===== config.mk =====
export PLATFORM = sky130hd
export DESIGN_NAME = rom_read_arbiter_flat
export DESIGN_NICKNAME = d
export VERILOG_FILES = /design/src/rtl/rom_read_arbiter_if.sv /design/src/rtl/rom_read_arbiter.sv /design/src/flat_wrapper.sv
export SDC_FILE = /design/constraint.sdc
export NUM_CORES = 1
export LEC_CHECK = 0
export ABC_AREA = 1
export CAP_MARGIN = 25
export CORE_ASPECT_RATIO = 1.75
export CORE_MARGIN = 5
export CORE_UTILIZATION = 28
export CTS_CLUSTER_DIAMETER = 40
export DETAILED_ROUTE_END_ITERATION = 8
export PLACE_DENSITY_LB_ADDON = 0.12
export RECOVER_POWER = 25
export SLEW_MARGIN = 20
export SYNTH_ARGS = -nofsm -noshare
export SYNTH_HDL_FRONTEND = slang
export SYNTH_SLANG_ARGS = --single-unit

===== constraint.sdc =====
create_clock -name clk -period 3.3 [get_ports clk]
set_input_delay 0.33 -clock clk [delete_from_list [all_inputs] [get_ports clk]]
set_output_delay 0.33 -clock clk [all_outputs]
set_load 0.05 [all_outputs]

===== src/rtl/rom_read_arbiter_if.sv =====
// Bundle between the renderers/ROM (master side) and the shared-ROM read arbiter (slave side).
// The master side drives the request lines and returns ROM data; the arbiter drives grants, ROM port and responses.
interface rom_read_arbiter_if #(
  parameter int N_REQ      = 4,
  parameter int ADDR_WIDTH = 12,
  parameter int DATA_WIDTH = 12
);
  logic [N_REQ-1:0]            req;
  logic [N_REQ*ADDR_WIDTH-1:0] addr;
  logic [N_REQ-1:0]            gnt;
  logic                        rom_en;
  logic [ADDR_WIDTH-1:0]       rom_addr;
  logic [DATA_WIDTH-1:0]       rom_data;
  logic [N_REQ-1:0]            rsp_valid;
  logic [DATA_WIDTH-1:0]       rsp_data;

  modport master (
    output req, addr, rom_data,
    input  gnt, rom_en, rom_addr, rsp_valid, rsp_data
  );

  modport slave (
    input  req, addr, rom_data,
    output gnt, rom_en, rom_addr, rsp_valid, rsp_data
  );
endinterface


===== src/rtl/rom_read_arbiter.sv =====
// Round-robin arbiter sharing one fixed-latency sprite/tile ROM port between N_REQ renderers.
// A tag pipeline matched to ROM_LAT routes each returning word back to the requester that issued it.
module rom_read_arbiter #(
  parameter int N_REQ      = 4,
  parameter int ADDR_WIDTH = 12,
  parameter int DATA_WIDTH = 12,
  parameter int ROM_LAT    = 2
) (
  input  logic               clk,
  input  logic               rst,
  rom_read_arbiter_if.slave  bus
);
  localparam int IDX_W = (N_REQ > 1) ? $clog2(N_REQ) : 1;

  logic [IDX_W-1:0]      ptr_q, ptr_d;
  logic [N_REQ-1:0]      gnt;
  logic [IDX_W-1:0]      gnt_idx;
  logic                  accept;
  logic [ADDR_WIDTH-1:0] sel_addr;

  logic                  rom_en_q;
  logic [ADDR_WIDTH-1:0] rom_addr_q;

  logic [ROM_LAT:0]      tag_vld_q;
  logic [IDX_W-1:0]      tag_idx_q [ROM_LAT+1];
  logic [N_REQ-1:0]      rsp_valid;

  function automatic logic [IDX_W-1:0] wrap_idx(input int base, input int off);
    int s;
    s = base + off;
    if (s >= N_REQ) s = s - N_REQ;
    return IDX_W'(s);
  endfunction

  // Arbitration: first requester at or above ptr, wrapping
  always_comb begin
    gnt      = '0;
    gnt_idx  = '0;
    accept   = 1'b0;
    if (!rst) begin
      for (int k = 0; k < N_REQ; k++) begin
        if (!accept && bus.req[wrap_idx(int'(ptr_q), k)]) begin
          accept  = 1'b1;
          gnt_idx = wrap_idx(int'(ptr_q), k);
        end
      end
      if (accept) gnt[gnt_idx] = 1'b1;
    end
  end

  always_comb begin
    ptr_d    = ptr_q;
    sel_addr = bus.addr[int'(gnt_idx)*ADDR_WIDTH +: ADDR_WIDTH];
    if (accept) ptr_d = wrap_idx(int'(gnt_idx), 1);
  end

  // Issue stage: pointer, ROM enable and address
  always_ff @(posedge clk) begin
    if (rst) begin
      ptr_q      <= '0;
      rom_en_q   <= 1'b0;
      rom_addr_q <= '0;
    end else begin
      ptr_q    <= ptr_d;
      rom_en_q <= accept;
      if (accept) rom_addr_q <= sel_addr;
    end
  end

  // Tag pipeline: valid bits are reset, requester indices simply shift
  always_ff @(posedge clk) begin
    if (rst) tag_vld_q <= '0;
    else     tag_vld_q <= {tag_vld_q[ROM_LAT-1:0], accept};
  end

  always_ff @(posedge clk) begin
    tag_idx_q[0] <= gnt_idx;
    for (int s = 1; s <= ROM_LAT; s++) tag_idx_q[s] <= tag_idx_q[s-1];
  end

  // Response stage
  always_comb begin
    rsp_valid = '0;
    if (tag_vld_q[ROM_LAT] && !rst) rsp_valid[tag_idx_q[ROM_LAT]] = 1'b1;
  end

  assign bus.gnt       = gnt;
  assign bus.rom_en    = rom_en_q;
  assign bus.rom_addr  = rom_addr_q;
  assign bus.rsp_valid = rsp_valid;
  assign bus.rsp_data  = bus.rom_data;
endmodule


===== src/flat_wrapper.sv =====
// flat-port wrapper written by rule: the top's interface ports become plain ports
module rom_read_arbiter_flat 
#(
  parameter int N_REQ      = 4,
  parameter int ADDR_WIDTH = 12,
  parameter int DATA_WIDTH = 12,
  parameter int ROM_LAT    = 2
)
  (clk, rst, bus_req, bus_addr, bus_rom_data, bus_gnt, bus_rom_en, bus_rom_addr, bus_rsp_valid, bus_rsp_data);
  rom_read_arbiter_if #(.N_REQ(N_REQ), .ADDR_WIDTH(ADDR_WIDTH), .DATA_WIDTH(DATA_WIDTH)) bus_i ();
  input  logic clk;
  input  logic rst;
  input wire logic [$bits(bus_i.req)-1:0] bus_req;
  input wire logic [$bits(bus_i.addr)-1:0] bus_addr;
  input wire logic [$bits(bus_i.rom_data)-1:0] bus_rom_data;
  output wire logic [$bits(bus_i.gnt)-1:0] bus_gnt;
  output wire logic [$bits(bus_i.rom_en)-1:0] bus_rom_en;
  output wire logic [$bits(bus_i.rom_addr)-1:0] bus_rom_addr;
  output wire logic [$bits(bus_i.rsp_valid)-1:0] bus_rsp_valid;
  output wire logic [$bits(bus_i.rsp_data)-1:0] bus_rsp_data;
  assign bus_i.req = bus_req;
  assign bus_i.addr = bus_addr;
  assign bus_i.rom_data = bus_rom_data;
  assign bus_gnt = bus_i.gnt;
  assign bus_rom_en = bus_i.rom_en;
  assign bus_rom_addr = bus_i.rom_addr;
  assign bus_rsp_valid = bus_i.rsp_valid;
  assign bus_rsp_data = bus_i.rsp_data;
  rom_read_arbiter #(.N_REQ(N_REQ), .ADDR_WIDTH(ADDR_WIDTH), .DATA_WIDTH(DATA_WIDTH), .ROM_LAT(ROM_LAT)) u_core (.clk(clk), .rst(rst), .bus(bus_i));
endmodule

==> results.sh <==
export IMPL_comb_power_share_pct=70.6
export IMPL_initial_core_util_pct=28.5
export IMPL_final_net_count=381
export IMPL_drive_gt1_share_pct=10.5
export IMPL_post_cts_buffers=0
export IMPL_most_common_layout_cells="89 x nand2_1, 70 x clkdlybuf4s50_1, 42 x nand3_1"
export IMPL_grt_usage_pct=13.2
export IMPL_globalplace_congestion=0.788
export IMPL_rsz0062_at_grt="no"
export IMPL_critical_path_class="register to output port"
export IMPL_synth_compound_area_share_pct=6.69
export IMPL_maxSlewViolCount=0
export IMPL_postSynthAreaPerCell_um2=6.43
export IMPL_final_common_cell="nand2_1"
export IMPL_area_growth_pct=45.4
export IMPL_yosys_warnings=0
export IMPL_num_antenna_cells=0
export IMPL_seqCellArea_um2=460
export IMPL_fin_ws_ns=0.617
export IMPL_synth_area_leader_cell="dfxtp_1"
export IMPL_grt_max_degree=28
export IMPL_crit_fanout=16
export IMPL_finalSetupTns_ns=0
export IMPL_die_area_um2=7570
export IMPL_clk_pin_slew_worst_paths_ns=0.08
export IMPL_grt_pass1_vias=1802
export IMPL_io_buffers=74
export IMPL_core_region_area_um2=5790
export IMPL_synthCells=256
export IMPL_synth_top_family_by_area="simple AND/OR/NAND/NOR gates"
export IMPL_grt_pass1_wl_um=7790
export IMPL_die_h_um=111
export IMPL_wire_per_inst_um=12.2
export IMPL_clock_power_share_pct=7.9
export IMPL_die_width_um=68.0
export IMPL_fmax_mhz=373
export IMPL_synth_xor_xnor_area_share_pct=0
export IMPL_multi_input_area_um2=883
export IMPL_status="completed"
export IMPL_remaining_drc_errors=0
export IMPL_p_int_mw=0.990
export IMPL_synthMuxAreaShare_pct=0
export IMPL_synthesis_area_um2=1650
export IMPL_max_slew_margin_pct=64.7
export IMPL_rows=37
export IMPL_ant_nets=0
export IMPL_htreeDepth=1
export IMPL_numClockSinks=23
export IMPL_synth_top_area_share_pct=28.0
export IMPL_pwr_share_seq_pct=21.4
export IMPL_io_pin_count=99
export IMPL_ctsResizeCount=0
export IMPL_clk_latency_ns=0.26
export IMPL_ys_ff_latch=23
export IMPL_vdd_drop_max_v=0.000386
export IMPL_hold_path_class="register to register"
export IMPL_tightest_slew_ns=0.528
export IMPL_hold_viol=0
export IMPL_yosys_area_share_simple_pct=47.0
export IMPL_viasPerCell=4.41
export IMPL_clock_skew_ns=0.00454
export IMPL_synth_fp_nets=322
export IMPL_period_minus_slack_ns=2.68
export IMPL_clock_path_buffers=2
export IMPL_synth_area_top_cells="dfxtp_1 28%, nand2_1 20%, nand3_1 13%"
export IMPL_synth_fa_ha_area_share_pct=0
export IMPL_startpoint_type="register"
export IMPL_totalWireLength_um=4790
export IMPL_dpl_hpwl_um=3790
export IMPL_pre_cts_ws_ns=0.754
export IMPL_cap_viol_max_count=0
export IMPL_cts_tree="done"
export IMPL_antenna_found_initial=0
export IMPL_p_sw_share_pct=55.2
export IMPL_required_ns=2.97
export IMPL_vias=1730
export IMPL_period_share_pct=81.3
export IMPL_cts_root_buf="clkbuf_8"
export IMPL_cp_data_arrival_time_ns=2.35
export IMPL_critPathCaptureType="output port"
export IMPL_power_leakage_nw=1.12
export IMPL_setup_viol=0
export IMPL_drt_first_iter_violations=41
export IMPL_seq_area_frac_synth_pct=28.0
export IMPL_hold_buffers=0
export IMPL_numCtsBuffers=3
export IMPL_nFillCells=630
export IMPL_grt_overflow_total=0
export IMPL_ys_types=29
export IMPL_firstDrtPassIters=4
export IMPL_power_density_nw_per_um2=922
export IMPL_p_sw_mw=1.22
## power groups by stage
stage          Combinational, mW  Clock [mW]  Sequential, mW
4_1_cts                     1.59       0.182           0.475
2_1_floorplan               1.01           0           0.672
6_report                    1.56       0.175           0.473
5_1_grt                     1.72       0.191           0.489
3_3_place_gp                1.58           0           0.479
3_5_place_dp                1.58           0           0.480
## routing by layer
layer / GRT usage (%) / vias to the layer above / part of all wire, %
li1: - / 904 / -
met1: 13.4 / 759 / 37
met2: 24.5 / 57 / 54
met3: 3.03 / 10 / 6.3
met4: 5.05 / 0 / 2.1
met5: 0 / - / 0
## state kept, by name (all words and copies together) (netlist names)
| signal | count |
|---|---|
| u_core.bus.rom_addr | 12 |
| u_core.ptr_q | 2 |
| u_core.tag_idx_q | 6 |
| u_core.tag_vld_q | 3 |
## layout make-up
cell class                      count  share of cell area (%)
Timing Repair Buffer               75                    31.9
Clock inverter                      1                   0.209
Sequential cell                    23                    19.2
Inverter                           36                    5.96
Clock buffer                        3                    1.73
Multi-Input combinational cell    176                    36.9
Tap cell                           78                    4.08
## path summary, 6_finish.rpt
path / startpoint / to / slack [ns] / cells past startpoint
max: u_core.ptr_q[0]$_SDFFE_PP0P_ / bus_gnt[1] / 0.62 / 11
min: u_core.tag_idx_q[0][2]$_DFF_P_ / u_core.tag_idx_q[0][4]$_DFF_P_ / 0.33 / 0
max reg2reg: u_core.ptr_q[0]$_SDFFE_PP0P_ / u_core.bus.rom_addr[0]$_SDFFE_PP0P_ / 0.97 / 13
min reg2reg: u_core.tag_idx_q[0][2]$_DFF_P_ / u_core.tag_idx_q[0][4]$_DFF_P_ / 0.33 / 0
## kinds of logic (layout without fill, tap and decap cells)
kind of cell,count (synthesis),count (layout)
simple gates,160,160
buf+inv,57,115
flops,23,23
compound gates,16,16
## cell usage after synthesis
cell      count
and2_1        1
nor2_8        1
nor3_1        5
nor2_4        1
nor3_2        1
a211oi_1      1
buf_2         2
nor2_2        1
o21ai_0       8
buf_6         4
nand3_2       3
nand2_1      89
nand2_4       2
inv_4         3
clkbuf_1      2
nand3_1      42
a31oi_4       1
buf_4        13
inv_2         3
o21ai_1       3
nand3_4       1
nand2_8       1
nor2_1        6
nand2_2       5
o21bai_1      2
a21boi_2      1
nand4_1       1
inv_1        30
dfxtp_1      23
## critical path: stages (launching register included)
cell and delay (ns):
dfxtp_1 0.59, inv_4 0.12, nand2_1 0.10, nand2_2 0.07, nor2_2 0.17, nor2_1 0.10, nand3_4 0.12, nand2_4 0.10
inv_4 0.19, nand2_8 0.14, nor2_1 0.22, buf_12 0.17
## metrics by stage
stage / hold slack, ns / total power [mW] / util [%] / cell area (um^2) / cells
3_5_place_dp: 0.318 / 2.06 / 40.6 / 2350 / 388
3_3_place_gp: 0.316 / 2.06 / 40.6 / 2350 / 388
5_1_grt: 0.346 / 2.40 / 41.4 / 2390 / 392
2_1_floorplan: 0.310 / 1.68 / - / 1650 / 256
4_1_cts: 0.338 / 2.25 / 41.4 / 2390 / 392
6_report: 0.333 / 2.21 / 41.4 / 2390 / 392
Power figures use the tool's default switching activity.
